--- config.mk ---
export PLATFORM = sky130hd
export DESIGN_NAME = cu_adain_mc
export DESIGN_NICKNAME = d
export VERILOG_FILES = /design/src/rtl/cu_adain_mc.sv
export SDC_FILE = /design/constraint.sdc
export NUM_CORES = 1
export LEC_CHECK = 0
export CAP_MARGIN = 20
export CORE_ASPECT_RATIO = 2
export CORE_MARGIN = 5
export CORE_UTILIZATION = 40
export DETAILED_ROUTE_END_ITERATION = 8
export PLACE_DENSITY = 0.66
export SYNTH_ARGS = -nofsm -noshare
export SYNTH_HDL_FRONTEND = slang
export SYNTH_SLANG_ARGS = --single-unit
--- constraint.sdc ---
create_clock -name clk -period 2.2 [get_ports clk]
set_clock_uncertainty 0.05 [all_clocks]
set_input_delay 0.33 -clock clk [delete_from_list [all_inputs] [get_ports clk]]
set_output_delay 0.33 -clock clk [all_outputs]
set_load 0.03 [all_outputs]
--- src/rtl/cu_adain_mc.sv ---
// AdaIN control unit: sequences per-channel statistics passes and the normalisation pass.
// Optional ADAIN_EPS_EN inserts an epsilon-add phase (state code 7) between VAR and ISIG.
module cu_adain_mc #(
    parameter int N_MAX = 128,
    parameter int C_MAX = 256,
    parameter int LAT   = 4
) (
    input  logic                       clk,
    input  logic                       rst,
    input  logic                       start,
    input  logic                       mode,
    input  logic [$clog2(N_MAX+1)-1:0] N,
    input  logic [$clog2(C_MAX+1)-1:0] C,
    input  logic                       in_valid,
    output logic                       in_ready,
    output logic [2:0]                 state,
    output logic [$clog2(C_MAX)-1:0]   ch_idx,
    output logic [1:0]                 multiplicand_sel,
    output logic [2:0]                 multiplier_sel,
    output logic [1:0]                 offset_sel,
    output logic [1:0]                 add2_sel,
    output logic                       rst_mult,
    output logic                       rst_offset,
    output logic                       rst_acc,
    output logic                       variance_en,
    output logic                       inv_sigma_en,
    output logic                       B1_en,
    output logic                       B0_en,
    output logic                       out_en,
    output logic [1:0]                 done,
    output logic                       busy
);

    localparam int NW = $clog2(N_MAX + 1);
    localparam int CW = $clog2(C_MAX + 1);
    localparam int RW = $clog2(N_MAX);
    localparam int IW = $clog2(C_MAX);
    localparam int PW = (LAT > 1) ? $clog2(LAT) : 1;

    typedef enum logic [2:0] {
        S_IDLE = 3'd0,
        S_ACC  = 3'd1,
        S_VAR  = 3'd2,
        S_ISIG = 3'd3,
        S_B1   = 3'd4,
        S_B0   = 3'd5,
        S_NORM = 3'd6,
        S_EPS  = 3'd7
    } state_t;

    state_t          st, nxt_st;
    logic [RW-1:0]   n_last, nxt_n_last;
    logic [IW-1:0]   c_last, nxt_c_last;
    logic [RW-1:0]   col, nxt_col;
    logic [RW-1:0]   row, nxt_row;
    logic [IW-1:0]   ch, nxt_ch;
    logic            flush, nxt_flush;
    logic [PW-1:0]   cnt, nxt_cnt;
    logic            acc_first, nxt_acc_first;
    logic [1:0]      done_q, nxt_done;
    logic [LAT-1:0]  oe_sr;

    logic            accept;
    logic            last_sample;
    logic            phase_end;
    logic [NW-1:0]   n_m1;
    logic [CW-1:0]   c_m1;

    assign in_ready    = ((st == S_ACC) || (st == S_NORM)) && !flush;
    assign accept      = in_valid & in_ready;
    assign last_sample = (col == n_last) && (row == n_last);
    assign phase_end   = (cnt == PW'(LAT - 1));
    assign n_m1        = N - NW'(1);
    assign c_m1        = C - CW'(1);

    always_ff @(posedge clk) begin
        if (rst) begin
            st        <= S_IDLE;
            n_last    <= '0;
            c_last    <= '0;
            col       <= '0;
            row       <= '0;
            ch        <= '0;
            flush     <= 1'b0;
            cnt       <= '0;
            acc_first <= 1'b0;
            done_q    <= '0;
            oe_sr     <= '0;
        end else begin
            st        <= nxt_st;
            n_last    <= nxt_n_last;
            c_last    <= nxt_c_last;
            col       <= nxt_col;
            row       <= nxt_row;
            ch        <= nxt_ch;
            flush     <= nxt_flush;
            cnt       <= nxt_cnt;
            acc_first <= nxt_acc_first;
            done_q    <= nxt_done;
            // out_en replays NORM accepts LAT cycles later, so stalls propagate exactly
            oe_sr[0]  <= accept && (st == S_NORM);
            for (int unsigned i = 1; i < LAT; i++) begin
                oe_sr[i] <= oe_sr[i-1];
            end
        end
    end

    always_comb begin
        nxt_st        = st;
        nxt_n_last    = n_last;
        nxt_c_last    = c_last;
        nxt_col       = col;
        nxt_row       = row;
        nxt_ch        = ch;
        nxt_flush     = flush;
        nxt_cnt       = cnt;
        nxt_acc_first = 1'b0;
        nxt_done      = 2'b00;

        multiplicand_sel = 2'd0;
        multiplier_sel   = 3'd0;
        offset_sel       = 2'd0;
        add2_sel         = 2'd0;
        rst_mult         = 1'b0;
        rst_offset       = 1'b1;
        rst_acc          = 1'b0;
        variance_en      = 1'b0;
        inv_sigma_en     = 1'b0;
        B1_en            = 1'b0;
        B0_en            = 1'b0;

        case (st)
            S_IDLE: begin
                rst_mult = 1'b1;
                if (start) begin
                    if ((N != '0) && (C != '0)) begin
                        nxt_n_last    = n_m1[RW-1:0];
                        nxt_c_last    = c_m1[IW-1:0];
                        nxt_ch        = '0;
                        nxt_col       = '0;
                        nxt_row       = '0;
                        nxt_flush     = 1'b0;
                        nxt_cnt       = '0;
                        nxt_st        = mode ? S_NORM : S_ACC;
                        nxt_acc_first = !mode;
                    end else begin
                        nxt_done = 2'b11;
                    end
                end
            end

            S_ACC, S_NORM: begin
                if (st == S_ACC) begin
                    add2_sel = 2'd1;
                    rst_acc  = acc_first;
                end else begin
                    multiplier_sel = 3'd4;
                    offset_sel     = 2'd2;
                    rst_offset     = 1'b0;
                end
                if (flush) begin
                    nxt_cnt = cnt + PW'(1);
                    if (phase_end) begin
                        nxt_cnt   = '0;
                        nxt_flush = 1'b0;
                        if (st == S_ACC) begin
                            nxt_st = S_VAR;
                        end else if (ch == c_last) begin
                            nxt_st   = S_IDLE;
                            nxt_done = 2'b10;
                        end else begin
                            nxt_ch  = ch + IW'(1);
                            nxt_col = '0;
                            nxt_row = '0;
                        end
                    end
                end else if (accept) begin
                    if (last_sample) begin
                        nxt_flush = 1'b1;
                        nxt_cnt   = '0;
                    end else if (col == n_last) begin
                        nxt_col = '0;
                        nxt_row = row + RW'(1);
                    end else begin
                        nxt_col = col + RW'(1);
                    end
                end
            end

            S_VAR: begin
                multiplicand_sel = 2'd1;
                multiplier_sel   = 3'd1;
                add2_sel         = 2'd1;
                variance_en      = 1'b1;
                nxt_cnt          = cnt + PW'(1);
                if (phase_end) begin
                    nxt_cnt = '0;
`ifdef ADAIN_EPS_EN
                    nxt_st  = S_EPS;
`else
                    nxt_st  = S_ISIG;
`endif
                end
            end

`ifdef ADAIN_EPS_EN
            S_EPS: begin
                multiplicand_sel = 2'd1;
                offset_sel       = 2'd3;
                add2_sel         = 2'd1;
                variance_en      = 1'b1;
                nxt_cnt          = cnt + PW'(1);
                if (phase_end) begin
                    nxt_cnt = '0;
                    nxt_st  = S_ISIG;
                end
            end
`endif

            S_ISIG: begin
                multiplicand_sel = 2'd2;
                multiplier_sel   = 3'd2;
                rst_offset       = 1'b0;
                inv_sigma_en     = 1'b1;
                nxt_cnt          = cnt + PW'(1);
                if (phase_end) begin
                    nxt_cnt = '0;
                    nxt_st  = S_B1;
                end
            end

            S_B1: begin
                multiplicand_sel = 2'd3;
                multiplier_sel   = 3'd3;
                B1_en            = 1'b1;
                nxt_cnt          = cnt + PW'(1);
                if (phase_end) begin
                    nxt_cnt = '0;
                    nxt_st  = S_B0;
                end
            end

            S_B0: begin
                multiplicand_sel = 2'd1;
                multiplier_sel   = 3'd4;
                offset_sel       = 2'd1;
                rst_offset       = 1'b0;
                B0_en            = 1'b1;
                nxt_cnt          = cnt + PW'(1);
                if (phase_end) begin
                    nxt_cnt = '0;
                    if (ch == c_last) begin
                        nxt_st   = S_IDLE;
                        nxt_done = 2'b01;
                    end else begin
                        nxt_ch        = ch + IW'(1);
                        nxt_col       = '0;
                        nxt_row       = '0;
                        nxt_st        = S_ACC;
                        nxt_acc_first = 1'b1;
                    end
                end
            end

            default: begin
                rst_mult = 1'b1;
                nxt_st   = S_IDLE;
            end
        endcase
    end

    assign state  = st;
    assign ch_idx = ch;
    assign out_en = oe_sr[LAT-1];
    assign done   = done_q;
    assign busy   = (st != S_IDLE);

endmodule

After elaboration in Yosys (flattened, before gate mapping)
Index checks and enable logic that the tools add are counted.

word-level totals
  output and inout bits = 32
  word-level logic and storage cells = 155
  register bits = 50

operators by class
  bitwise logic cells = 1
  multiplexer cells = 85
  reductions and logical operators = 26
  equal/unequal tests = 26
  add/subtract/negate cells = 6

operators by type and width
  operator                                          number
  two-way mux 7 bit                                 18
  two-way mux 8 bit                                 7
  one-hot mux 7 bit (3 select lines)                2
  two-way mux 3 bit                                 12
  two-way mux 2 bit                                 13
  one-hot mux 8 bit (3 select lines)                1
  two-way mux 1 bit                                 22
  inequality test 3 bit, second input constant      7
  inequality test 2 bit, second input constant      9
  one-hot mux 2 bit (3 select lines)                3
  one-hot mux 3 bit (6 select lines)                1
  AND reduction 9 bit                               2
  one-hot mux 3 bit (5 select lines)                1
  adder 7 x 1 -> 7 bit, second input constant       2
  equality test 7 bit                               2
  equality test 3 bit, second input constant        3
  nonzero test 3 bit                                3
  nonzero test 9 bit                                1
  adder 8 x 1 -> 8 bit, second input constant       1
  equality test 8 bit                               1
  one-hot mux 1 bit (2 select lines)                4
  AND reduction 8 bit                               1
  nonzero test 8 bit                                1
  subtractor 8 x 1 -> 8 bit, second input constant  1
  other kinds (18)                                  26

Longest topological paths before layout
Gate-level depths: netlist of run 1.

  word-level depth = 7
  depth in mapped cells = 9
  mapped depth without buffers = 8

Worst setup path before layout of run 1
No wires, ideal clock.

  path kind = reg2out
  start = reg st[1] (netlist: state[1])
  end = out multiplicand_sel[0]
  data arrival time = 2.297 ns
  setup slack = -0.477 ns
  data required time = 1.820 ns
  stages on the path, launching flop included = 6
  cell sequence = dfxtp_1 > buf_2 > buf_1 > nand2b_1 > o21ai_0 > nand2b_1

between the ends
  cells in the longest elaborated chain, start to end = 3
  elaborated cells on any way between the ends = 6

ends and longest elaborated chain
  item                                                                        line  text
  start: declaration                                                          51    state_t st, nxt_st;
  start signal: assignment                                                    90    st <= nxt_st;
  equality test 3 bit / equality test 3 x 2 -> 1 bit (equally long branches)  132   case (st)
  OR reduction 2 bit (no line)                                                --
  one-hot mux 2 bit (3 select lines) *                                        132
  end: declaration                                                            18    output logic [1:0] multiplicand_sel,

Every way passes the cells marked *; elsewhere a longest branch is shown, timed or not.

Worst setup path in the final report of run 1
  start = reg st[0] (netlist: state[0])
  end = out in_ready

between the ends
  cells in the longest elaborated chain, start to end = 3
  elaborated cells on any way between the ends = 4

ends and longest elaborated chain
  item                                                                        line  text
  equality test 3 x 1 -> 1 bit / equality test 3 bit (equally long branches)  69    assign in_ready = ((st == S_ACC) || (st == S_NORM)) && !flush;
  logical OR 1 bit *                                                          69
  logical AND 1 bit *                                                         69
  end: declaration                                                            15    output logic in_ready,

Marked as above.

==> results summary, run 1 <==
The run finished with clean final reports. At the pin with the least slew margin, the transition time is a little over 0.5 ns. The sequential fraction of design power came out at 0.261. The H-tree depth is 2. The final layout net count is 503. The final weighted congestion of routability-driven global placement came out at 0.878.

The relative area change from synthesis to final layout is 41.9%. The final max-slew violation count was 0. STA classifies the critical path startpoint as a register. The area of the die is 9530 um^2. By instance count, the cell type seen most on the critical path is clkinvlp_4. The DRC violations left is 0. The data arrival time of the worst path is 1.75 ns. The die width is 71.6 um. Hold timing on the final database bottoms out at a slack of 0.285 ns. The switching power as a share of total power is 0.433. In this run the tightest slew margin relative to its limit is 0.656.

Of the available clock period, the critical path in the final layout requires 0.967. The die outline height came out at 133 um. The final route contains 3,045 vias. Using the TritonRoute via totals, the vias-per-cell ratio works out to 5.36. For the worst setup path, the data required time is 1.82 ns. Buffers inserted to repair hold after CTS numbered 0.

The number of antenna violations at the first check in global routing came out at 0. The core area came out at approximately 7500 um^2. The via count of the first global-routing pass is 2,875.

Entering global routing, the biggest net connects 31 pins. The total length of routed wires came out at 7740 um. The slowest stage of the critical path is the dfxtp_4 cell. The average wire per cell in the routed design came out at 13.6 um. The CTS buffer count is 5.

The number of placed cells counting well taps is about 560. The tree is rooted in a clkbuf_16. The mapped netlist covers 3030 um^2. The starting density of the core came out at 0.405.

In the layout the commonest cells are buf_4, dfxtp_1, nor2_1, clkdlybuf4s50_1, nand2_1. Static timing analysis puts the maximum clock frequency at 0.470 GHz. The clock latency reported for the late side of the worst-skew pair is 0.29 ns.

The shortest period the worst path allows is 2.13 ns. Summed over all layers, the global routing overflow is 0. For this run, the register share of the synthesized area comes to 0.330.

In the global route stage, overall resource usage came out at 0.167. The relative contribution of the clock network to total power is 0.160. The path class of the tightest hold or removal check is input port to register. After synthesis, the netlist uses 61 different library cells. The peak supply drop is 479 uV. Averaged over all synthesized cells, the footprint is 8.15 um^2. Of the cells placed in the final design, the portion with a size suffix greater than 1 is 0.232.

In this run the worst path has a maximum fanout of 7. The total inserted antenna cells came out at 0. The number of standard cells in the final layout excluding fillers is 568.

The instance count of the mapped netlist came out at 372. The global-route wire length before repair is 13,000 um. The count of buffers inserted at the top-level ports came out at 52. The number of synthesized flops with an enable pin is 0. The HPWL after detailed placement is 5940 um. The final number of setup-violating endpoints came out at 0.

The number of hold-slack violations in the final timing report is 0. The number of detailed-route iterations in the first pass is 4. In this run the deepest clock path goes through 2 buffers. The clock drives 50 sinks. The signal on the critical path passes through nand3b_4 > clkinvlp_4 > o21ai_4 > buf_4 > clkinvlp_4 > dlygate4sd2_1. The clock-pin slew reported for the worst setup and hold paths after clock tree synthesis is 0.06 ns. The most used flip-flop cell after synthesis is dfxtp_1. TritonCTS built the clock tree. The fraction of synthesis flops using an asynchronous set or reset pin is 0. The synthesized netlist net count came out at 401.

The nature of the critical path endpoint is an output pin. Leaving out fill and tap cells, the most frequent cell in the layout is buf_4. The delay of the slowest cell on the worst path is 0.35 ns. The internal portion of total power is 0.00263 W. The flip-flop and latch count after synthesis came out at 50. The first routing iteration left approximately 170 violations. The static leakage is about 1.8 nW. The worst setup path is of the register to output pin kind. In this run the power spent charging and discharging nets is 0.00201 W. The number of warning messages in the yosys log came out at 0. The power per standard cell area came out at 1080 nW/um^2.

The number of primary I/O pins is 54. The share of total power dissipated in combinational logic is 0.579. In this run the remaining antenna-violating nets after routing total 0. The number of max-cap violations is 0.

The total number of placement rows is 45.
worst paths after layout:
kind / slack [ns] / start / to / depth (start not counted)
worst max-delay path: 0.07 / state[0] / in_ready / 6
worst min-delay path: 0.29 / N[0] / n_last[0] / 3
worst max register to register: 0.16 / state[2] / ch_idx[6] / 7
worst min register to register: 0.39 / oe_sr[2] / oe_sr[3] / 1
kinds of logic after synthesis:
kind of cell,count (synthesis),share of synthesized area
buffers and inverters,40,0.0561
AOI/OAI and AO/OA,93,0.217
DFF,50,0.330
xor gates and xnor gates,34,0.0982
and+or+nand+nor,146,0.265
adders and majority gates,7,0.0289
muxes,1,0.00330
other,1,0.00124
sequential cells by signal, indices dropped and copies added, names as in the netlist:
name / count
col: 7
c_last: 8
cnt: 2
done: 2
state: 3
oe_sr: 4
n_last: 7
acc_first: 1
flush: 1
row: 7
ch_idx: 8
worst max-delay path: cells and delay by family (launching register included):
family	cells	cell delay [ns]
AO/OA/AOI/OAI	1	0.25
flip-flops	1	0.35
AND/OR/NAND/NOR	1	0.14
buffers and inverters	4	0.71
cell type report:
cell class,instances,area (um^2)
well taps,94,118
fillers,686,3190
multi-input cells,282,1970
inverters,19,78.8
repair buffers,116,985
flip-flops and latches,50,1020
clock inverters,1,6.26
clock buffers,6,129
per-stage QoR:
step                      setup TNS (ns)  total power [W]  instance area, um^2  setup slack, ns  utilization
after floorplan                        0          0.00287                 3060          0.00219            -
after global placement            -12.50          0.00387                 4050           -0.439        0.540
after detailed placement          -14.10          0.00389                 4050           -0.489        0.540
after CTS                              0          0.00460                 4210          0.00234        0.563
after global routing            -0.00163          0.00497                 4300         -0.00163        0.575
final                                  0          0.00464                 4300           0.0726        0.575
synthesized netlist by cell type (4+ instances only):
| cell type | count | area [um^2] |
|---|---|---|
| buf_2 | 7 | 35.0 |
| nand4_1 | 9 | 56.3 |
| xor2_1 | 15 | 131 |
| nor2b_1 | 7 | 43.8 |
| dfxtp_1 | 50 | 1000 |
| nand2b_1 | 7 | 43.8 |
| ha_1 | 7 | 87.6 |
| and3_1 | 6 | 37.5 |
| or4_1 | 4 | 30.0 |
| a21oi_1 | 16 | 80.1 |
| nand2_1 | 23 | 86.3 |
| or3_1 | 6 | 37.5 |
| xnor2_1 | 19 | 166 |
| clkbuf_1 | 9 | 33.8 |
| nor4_1 | 4 | 25.0 |
| nand3_1 | 19 | 95.1 |
| o21ai_0 | 18 | 90.1 |
| nor2_1 | 35 | 131 |
| nor3_1 | 9 | 45.0 |
| o31ai_1 | 7 | 52.6 |
| a211oi_1 | 19 | 143 |
| inv_1 | 18 | 67.6 |
power by group through the flow:
| stage | combinational (W) | sequential, W | clock [W] |
|---|---|---|---|
| after floorplan | 0.00162 | 0.00125 | 0 |
| after global placement | 0.00264 | 0.00123 | 0 |
| after detailed placement | 0.00266 | 0.00123 | 0 |
| after CTS | 0.00263 | 0.00121 | 0.000760 |
| after global routing | 0.00294 | 0.00123 | 0.000798 |
| final | 0.00269 | 0.00121 | 0.000741 |
per-layer routing:
| layer | global-route usage | share of wire | up-vias | wire, um |
|---|---|---|---|---|
| met5 | 0 | 0 | - | 0 |
| met2 | 0.282 | 0.49 | 68 | 3780 |
| met4 | 0.0575 | 0.016 | 0 | 124 |
| li1 | - | - | 1558 | - |
| met1 | 0.206 | 0.44 | 1408 | 3410 |
| met3 | 0.0347 | 0.055 | 11 | 425 |
what timing repair did:
| item | CTS | global route |
|---|---|---|
| resized for setup | 41 | 24 |
| buffers inserted | 3 | 2 |
| cloned | 0 | 0 |
| pin swaps | 12 | 9 |
| endpoints found under the setup margin | 37 | 39 |
No activity file was read; power rests on OpenSTA's default activity.
==> inputs of run 2 (changes only) <==
--- a/config.mk
+++ b/config.mk
@@ -7,10 +7,10 @@
 export LEC_CHECK = 0
 export CAP_MARGIN = 20
 export CORE_ASPECT_RATIO = 2
-export CORE_MARGIN = 5
 export CORE_UTILIZATION = 40
 export DETAILED_ROUTE_END_ITERATION = 8
 export PLACE_DENSITY = 0.66
+export SLEW_MARGIN = 0
 export SYNTH_ARGS = -nofsm -noshare
 export SYNTH_HDL_FRONTEND = slang
 export SYNTH_SLANG_ARGS = --single-unit
==> results summary, run 2 (synthesis results as in run 1) <==
The remaining antenna violation count after routing is 0 (unchanged). Leaving out fill and tap cells, the most frequent cell in the layout is buf_4. The clock latency reported for the late side of the worst-skew pair came out at 0.30 ns (about the same). The area growth from synthesis to layout is 47.3%. The total number of placement rows came out at 44 (-2.2%). The worst setup path is launched from a register. The max-slew headroom at the worst pin was 0.605 (-0.0509).

The clock-pin slew reported for the worst setup and hold paths after clock tree synthesis came out at 0.07 ns (about the same). The depth of the worst register-to-register path is 8 (+1). The global-route wire length before repair is 14,800 um (+14%).

The tree is rooted in a clkbuf_16. The global-route usage over all layers was 0.238 (+0.0718). The number of hold-slack violations in the final timing report came to 0 (unchanged). The area of the die came out at 7950 um^2 (-17%).

The number of primary I/O pins is 54 (unchanged). The total congestion overflow after global routing was 0 (unchanged). The final setup TNS is 0 ns (unchanged). The critical path is of the register to output pin type.

The critical path data required time came out at 1.82 ns (about the same). The number of detailed-route iterations in the first pass is 4 (unchanged). The final number of setup-violating endpoints is 0 (unchanged). The maximum fanout along the worst path came out at 7 (unchanged).

The starting density of the core came to 0.414 (+0.00920). The final max-slew violation count came out at 0 (unchanged). The nature of the critical path endpoint is an output pin. The fraction of final layout cells sized beyond drive strength 1 is 0.249 (+0.0169). The power per standard cell area came out at 1160 nW/um^2 (+7.5%).

The total inserted antenna cells was 0 (unchanged). The peak clock frequency supported by timing came to 0.469 GHz (-0.26%). The core area came out at 7320 um^2 (-2.2%). The flow ran to the end, and the final reports show no timing, DRC or antenna violations. The HPWL after detailed placement came out at 6940 um (+17%). The shortest period the worst path allows was 2.13 ns (+0.00549 ns). The count of buffers inserted at the top-level ports came out at 52 (unchanged). The total length of routed wires is 9010 um (+16%). The ratio of routed vias to standard cells came out at 5.49 (+2.3%). The worst-margin pin slew came out at 0.587 ns (+0.0741 ns). The static leakage came out at 1.89 nW (+4.0%). The H-tree depth is 2 (unchanged). The CTS buffer count came out at 5 (unchanged). The peak supply drop came to 630 uV (+31%). The overall via count from detail_route came out at 3,193 (+4.9%). The final layout net count was 518 (+3.0%). The depth of the worst hold-timing path is 3 (unchanged). The number of max-cap violations came out at 0 (unchanged). The die width is 63.6 um (-11%). The final weighted congestion of routability-driven global placement is 0.911 (+3.7%).

The cell area after layout came out at 4470 um^2 (+3.8%). The average wire per cell in the routed design is 15.5 um (+13%). The TritonCTS sink count is 50 (unchanged). TritonCTS built the clock tree. The deepest clock path buffer count came to 2 (unchanged). The area of placed instances is 4140 um^2 (+2.4%).

The min-delay analysis places its worst path in the category input port to register. The data arrival time of the worst path was 1.75 ns (about the same). The largest net degree at the start of global routing came out at 37 (+19%). The share of the cycle needed by the critical path after routing is 0.969 (+0.00249). The die outline height is 125 um (-6.0%). The via count of the first global-routing pass came out at 3,263 (+13%). The number of antenna violations at the first check in global routing came to 0 (unchanged). The flop-to-flop setup slack came out at 0.07 ns (-0.09 ns). The DRC violations left is 0 (unchanged). The number of design-rule violations left by the first detailed-router iteration is 155 (-9.4%). Leaving out fill and tap cells, the most frequent cells in the layout are buf_4, dfxtp_1, nor2_1, clkdlybuf4s50_1, nand2_1.
## run 2: worst paths after layout
check | from | end
worst max-delay path | state[2] | offset_sel[1]
worst min-delay path | N[0] | n_last[0]
worst max register to register | state[1] | row[4]
worst min register to register | oe_sr[2] | oe_sr[3]
## run 2: layer usage
metal	wire length [um]	track usage	vias up	share of wire
met4	444	0.144	0	0.049
met5	0	0	-	0
met2	5110	0.453	77	0.57
met1	3210	0.229	1505	0.36
met3	240	0.0374	26	0.027
li1	-	-	1585	-
## run 2: cell type report
class,count,area [um^2]
clock inverter,3,48.8
inverter,19,78.8
tap,92,115
clock buffer,5,125
multi-input combinational,282,1990
sequential,50,1010
timing repair buffer,131,1100
fill,656,2860
## run 2: report_power, final
group	total [W]	switching [W]	internal, W	leakage [nW]
Combinational	0.00305	0.00165	0.00139	1.40
Sequential	0.00122	0.000156	0.00106	0.409
Clock	0.000914	0.000370	0.000545	0.0819
## run 2: what timing repair did
| action | in CTS | in global routing |
|---|---|---|
| endpoints found under the setup margin | 39 | 34 |
| resized for setup | 33 | 25 |
| pin swaps | 11 | 8 |
| hold buffers | 0 | 0 |
| setup buffers | 4 | 4 |
## run 2: per-stage QoR
| step | instances | hold slack, ns | worst slack [ns] | utilization | power, W |
|---|---|---|---|---|---|
| finish | 582 | 0.270 | 0.0672 | 0.610 | 0.00518 |
| global placement | 567 | 0.375 | -0.456 | 0.565 | 0.00409 |
| floorplan | 372 | 0.364 | 0.00219 | - | 0.00287 |
| global route | 582 | 0.284 | -0.0140 | 0.610 | 0.00550 |
| CTS | 578 | 0.372 | 0.0154 | 0.594 | 0.00505 |
| detailed placement | 567 | 0.377 | -0.532 | 0.565 | 0.00413 |
## run 2: worst max-delay path: stages, from the launching register on
cell,delay (ns)
dfxtp_2,0.45
nand3b_4,0.11
clkinvlp_4,0.10
buf_4,0.13
clkdlybuf4s50_1,0.67
==> inputs of run 3 (changes only) <==
--- a/config.mk
+++ b/config.mk
@@ -9,7 +9,7 @@
 export CORE_ASPECT_RATIO = 2
 export CORE_UTILIZATION = 40
 export DETAILED_ROUTE_END_ITERATION = 8
-export PLACE_DENSITY = 0.66
+export PLACE_DENSITY = 0.73
 export SLEW_MARGIN = 0
 export SYNTH_ARGS = -nofsm -noshare
 export SYNTH_HDL_FRONTEND = slang
==> results summary, run 3 (synthesis results as in run 1) <==
The final setup TNS is 0 ns (unchanged). The data arrival time of the worst path came out at 2.25 ns (+0.50 ns). The met2 demand-to-capacity share in global routing came to 0.419 (-0.0338). The number of buffers and inverters on the critical path is 2 (-1). The starting density of the core came out at 0.414 (unchanged). The delay of the slowest cell on the worst path was 0.43 ns (-0.24 ns).

The fraction of final layout cells sized beyond drive strength 1 was 0.205 (-0.0439). The depth of the worst hold-timing path came to 3 (unchanged). In this run the critical register-to-register path is captured at ch_idx[1]. The count of buffers inserted at the top-level ports came out at 52 (unchanged). The final number of setup-violating endpoints is 0 (unchanged). The global-route usage over all layers came to 0.221 (-0.0176). The total congestion overflow after global routing came out at 0 (unchanged).

The sequential fraction of design power is 0.274 (+0.039). The worst hold margin is 0.374 ns (+0.104 ns). The total number of placement rows came out at 44 (unchanged). The clock-pin slew reported for the worst setup and hold paths after clock tree synthesis was 0.07 ns (about the same). The TritonCTS sink count came out at 50 (unchanged). The overall via count from detail_route is 3,143 (-1.6%). The path class of the tightest hold or removal check is input port to register. The max-slew headroom at the worst pin is 0.640 (+0.0351). The global-route wire length before repair came out at 13,900 um (-6.2%). The shortest period the worst path allows came out at 2.12 ns (-0.00929 ns). The worst setup path is of the input port to register kind. The flop-to-flop setup slack is 0.10 ns (+0.03 ns). The total length of routed wires came out at 8500 um (-5.6%).

The flow ran to the end, and the final reports show no timing, DRC or antenna violations. The area used by multi-input combinational logic came out at 1950 um^2 (-2.0%). The net load switching power came out at 0.00206 W (-5.7%).

The share of the cycle needed by the critical path after routing came out at 0.965 (-0.00422). The die outline height came out at 125 um (unchanged). The power per standard cell area came out at 1100 nW/um^2 (-5.3%). The maximum fanout along the worst path came out at 6 (-1). The remaining antenna violation count after routing came out at 0 (unchanged). The number of max-cap violations is 0 (unchanged).

The startpoint of the most critical register-to-register path is ch_idx[6]. The largest delay contributor family on the critical path is simple AND/OR/NAND/NOR gates. The number of design-rule violations left by the first detailed-router iteration came to 120 (-23%). The number of antenna violations at the first check in global routing came out at 0 (unchanged).

The final max-slew violation count is 0 (unchanged). The relative contribution of the clock network to total power is 0.171 (-0.006). The final weighted congestion of routability-driven global placement is 0.893 (-1.9%).

The die width is 63.6 um (unchanged). TritonCTS built the clock tree. The internal portion of total power is 0.00259 W (-14%).

The met1 usage in global routing came out at 0.225 (-0.00471). For hold timing, the worst endpoint is n_last[0]. The switching power as a share of total power came out at 0.443 (+0.0216). The global-route track usage on met3 came out at 0.0301 (-0.00730).

STA classifies the critical path endpoint as a register. The most congested layer reported by global routing is met2. The startpoint of the worst hold path is N[0]. The number of hold-slack violations in the final timing report came out at 0 (unchanged). The area of the die was 7950 um^2 (unchanged). The cell at the root of the clock tree is clkbuf_16.

The total inserted antenna cells came out at 0 (unchanged). The peak clock frequency supported by timing was 0.471 GHz (+0.44%). The library cell used most frequently in the layout, excluding fill and tap cells, is buf_4.

Setup repair after global routing left no endpoint under its margin. The via count of the first global-routing pass came out at 3,053 (-6.4%). The DRC violations left is 0 (unchanged). The fill cell instance count of the final layout is 645 (-1.7%). The number of buffers inserted by hold repair at cts is 0 (unchanged). The worst-margin pin slew is 0.536 ns (-0.0506 ns). The depth of the worst register-to-register path came out at 7 (-1). The critical path data required time is 2.33 ns (+0.51 ns). The largest net degree at the start of global routing came out at 31 (-16%). The peak supply drop came out at 584 uV (-7.3%). The signal on the critical path passes through clkdlybuf4s50_1 > nor4_2 > and4b_2 > o21ai_2 > buf_4 > nand3_1 > nor3b_4 > o311ai_0. The final layout net count is 496 (-4.2%). The H-tree depth was 2 (unchanged). The deepest clock path buffer count came out at 2 (unchanged).

The core area came to 7320 um^2 (unchanged). The top cell types in the final layout, fill and taps aside, are buf_4, dfxtp_1, nor2_1, clkdlybuf4s50_1, nand2_1. The power share of the combinational group is 0.555 (-0.033).

The HPWL after detailed placement is 6480 um (-6.7%). The static leakage came out at 1.75 nW (-7.1%). The worst setup path is launched from an input port. The CTS buffer count is 5 (unchanged). The relative area change from synthesis to final layout is 39.6%. The average wire per cell in the routed design is 15.2 um (-1.9%). The clock latency reported for the late side of the worst-skew pair is 0.30 ns (about the same). Among all stages on the critical path, the largest delay is contributed by clkdlybuf4s50_1. The number of primary I/O pins was 54 (unchanged). The number of detailed-route iterations in the first pass was 4 (unchanged). The register area came out at 1010 um^2 (+0.12%). The ratio of routed vias to standard cells is 5.61 (+2.3%).
==> run 3: cell types whose count changed in the layout (fill, tap and decap cells not counted), moves of 2 or more <==
cell and delta:
nor4_2 +2, buf_4 -22, o311ai_0 +2, clkdlybuf4s15_1 +2, o311ai_2 -2, dlymetal6s2s_1 -2
==> run 3: worst register-to-register path, cell delays in order (launching register included) <==
cell and delay (ns):
dfxtp_1 0.45, xor2_1 0.13, nor4_2 0.39, a21oi_1 0.13, o211ai_1 0.39, buf_4 0.22
mux2i_1 0.18, nor2_1 0.05
==> run 3: metal layers <==
metal	wire length [um]	share of wire
met1	3070	0.36
met2	4840	0.57
met3	299	0.035
met4	286	0.034
met5	0	0
==> run 3: power groups by stage <==
stage	Combinational, W	Clock, W	Sequential, W
finish	0.00258	0.000794	0.00128
floorplan	0.00162	0	0.00125
global placement	0.00249	0	0.00127
detailed placement	0.00252	0	0.00128
global route	0.00279	0.000844	0.00130
CTS	0.00250	0.000807	0.00126
==> run 3: cell type report <==
cell class                 instances  area share
clock buffer                       6      0.0328
clock inverter                     2     0.00296
inverter                          19      0.0186
multi-input combinational        282       0.461
sequential                        50       0.239
tap                               92      0.0272
timing repair buffer             109       0.219
==> run 3: repair_timing <==
item	4_1_cts	5_1_grt
cloned	1	0
setup endpoints to repair	38	31
pin swaps	6	4
buffers inserted	4	0
gates resized for setup	32	20
==> run 3: worst max-delay path by stage <==
| stage | startpoint | end | slack (ns) | cells after the start |
|---|---|---|---|---|
| floorplan | state[2] | col[2] | 0.002 | 9 |
| global placement | N[0] | col[2] | -0.46 | 9 |
| detailed placement | C[0] | col[2] | -0.51 | 8 |
| CTS | cnt[0] | ch_idx[3] | 0.006 | 9 |
| global route | state[1] | inv_sigma_en | 0.0002 | 4 |
| finish | C[4] | row[2] | 0.08 | 8 |
==> run 3: per-stage QoR <==
step | cells | power (W) | area, um^2 | utilization | setup slack (ns)
finish | 560 | 0.00465 | 4230 | 0.578 | 0.0764
global route | 560 | 0.00494 | 4230 | 0.578 | 0.000163
CTS | 560 | 0.00456 | 4180 | 0.571 | 0.00591
detailed placement | 547 | 0.00380 | 3990 | 0.545 | -0.511
global placement | 547 | 0.00376 | 3990 | 0.545 | -0.456
floorplan | 372 | 0.00287 | 3060 | - | 0.00219
==> edit, RTL diff (config.mk and constraints of run 3) <==
Set the parameter `C_MAX` to 512 (it was 256).
--- a/src/rtl/cu_adain_mc.sv
+++ b/src/rtl/cu_adain_mc.sv
@@ -3,5 +3,5 @@
 module cu_adain_mc #(
     parameter int N_MAX = 128,
-    parameter int C_MAX = 256,
+    parameter int C_MAX = 512,
     parameter int LAT   = 4
 ) (
Ports: changed (resized C and ch_idx); port bits go from 54 to 56. The function was not compared with the original's and may differ.
==> edit against run 3 <==
  * Sequential share of layout area shrank 0.98 points
  * Critical path depth is the same
  * Sequential cell count grew 2
  * Power grew 9.5%
  * Count of clock-buffer cells in the layout shrank 1
  * Wire length grew 10%
  * Cell count grew 7.9%
  * Worst setup slack lost 0.011 ns
  * Critical endpoint is now ch_idx[6]
  * Synthesized area grew 4.7%
  * Combinational power grew 11%
  * Register-to-register slack lost 0.03 ns
  * Final area grew 8.8%
  * Global-route usage grew 1.5 points
==> edit: results <==
[global_routing]
antenna_found_initial = 0
track_usage_pct = 23.6
grt_pass1_vias = 3489
grt_first_pass_wirelength_mm = 15.3
grt_max_degree = 35

[clock_tree]
insertion_delay_ns = 0.30
cts-htree-levels = 2
cts_buffers = 5
cts_max_path_buffers = 2
root_buffer = clkbuf_16

[route]
top_layer_used = met4
dr_wl_met3_um = 313
met2_wirelength_mm = 5.17
routed-via-count = 3436
drt_pre_antenna_iters = 4
wl_mm = 9.38
met1_length_mm = 3.37
drt_iter0_markers = 176

[synthesis]
synthMuxAreaShare_pct = 0.985
syn_nets = 430
synthArstFlopShare_pct = 0
yosys_warnings = 0
synthAdderAreaFrac_pct = 2.36
synth_cell_type_count = 66
yosys-top-cells-count = 52 x dfxtp_1, 46 x nor2_1, 30 x xnor2_1, 29 x nand2_1, 26 x a21oi_1
synth_area_leaders = dfxtp_1 33%, xnor2_1 8.3%, nor2_1 5.4%
synth_compound_area_share_pct = 23.8
synth_xor_area_share_pct = 9.38
yosysSeqAreaShare_pct = 32.8

[final_layout]
fin_nets = 538
drive_gt1_share_pct = 24.7
nFillCells = 694

[placed_design]
dp_hpwl_mm = 7.09
portBuffers = 54
place.gp.congestion = 0.920

[setup_path]
crit_fanout = 5
crit_arrival_ns = 2.33

[outcome]
status = complete, no violations

[pwr]
p_leak_nw = 1.93
swShare_pct = 41.6
ir_worst_vdd_v = 0.000743
[edit: cell count changes after synthesis, moves of 6 or more]
| cell | before | now |
|---|---|---|
| nand2_1 | 23 | 29 |
| clkbuf_1 | 9 | 18 |
| xor2_1 | 15 | 4 |
| nor2_1 | 35 | 46 |
| a21oi_1 | 16 | 26 |
| a211oi_1 | 19 | 13 |
| xnor2_1 | 19 | 30 |
| inv_1 | 18 | 12 |
[edit: repair_timing]
action	CTS	global route
gates resized for setup	50	26
hold endpoints to repair	0	0
setup buffers	8	0
pin swaps	17	4
endpoints found under the setup margin	60	24
gates cloned	1	0
[edit: power groups by stage]
stage	clock (mW)	sequential (mW)	combinational, mW
after floorplan	0	1.31	1.58
after global placement	0	1.32	2.57
after detailed placement	0	1.32	2.62
after CTS	0.928	1.30	2.79
after global routing	0.970	1.34	3.08
final	0.912	1.32	2.86
[edit: worst paths after layout]
path | start | endpoint | slack, ns | depth (start not counted)
worst max-delay path | cnt[0] | ch_idx[6] | 0.07 | 8
worst min-delay path | C[0] | c_last[0] | 0.27 | 3
worst max register to register | cnt[0] | ch_idx[6] | 0.07 | 8
worst min register to register | oe_sr[1] | oe_sr[2] | 0.39 | 1
[edit: critical path, stage by stage (launching register included)]
cell,delay [ns]
dfxtp_4,0.37
ha_4,0.13
nand4b_1,0.11
a21oi_2,0.20
o21ai_1,0.11
a211o_4,0.35
buf_12,0.14
or4_4,0.50
a21oi_2,0.13
[edit: per-stage QoR]
| step | instances | worst slack (ns) | setup TNS [ns] | cell area, um^2 | power (mW) |
|---|---|---|---|---|---|
| floorplan | 401 | -0.0995 | -0.206 | 3240 | 2.90 |
| global placement | 587 | -0.694 | -22.79 | 4280 | 3.89 |
| detailed placement | 587 | -0.742 | -24.63 | 4280 | 3.94 |
| CTS | 604 | -0.00402 | -0.00402 | 4540 | 5.02 |
| global route | 604 | -0.0161 | -0.0261 | 4600 | 5.39 |
| finish | 604 | 0.0659 | 0 | 4600 | 5.09 |
[edit: area by class of cell]
class	instances	share of cell area, %
clock buffer	5	2.72
clock inverter	3	1.03
inverter	14	1.52
multi-input combinational	311	45.4
sequential	52	22.9
tap	94	2.55
timing repair buffer	125	23.9
[edit: cell families (layout without fill, tap and decap cells)]
group,count (synthesis),in the layout
xor+xnor,34,34
mux,3,3
flops,52,52
compound gates,111,111
other cells,1,1
buf+inv,38,147
fa+ha+maj,6,6
simple gates,156,156
[edit: per-layer routing]
layer  vias up  GRT usage (%)
met2       104           43.3
met1      1621           22.9
li1       1669              -
met3        42           3.20
met5         -              0
met4         0           17.8
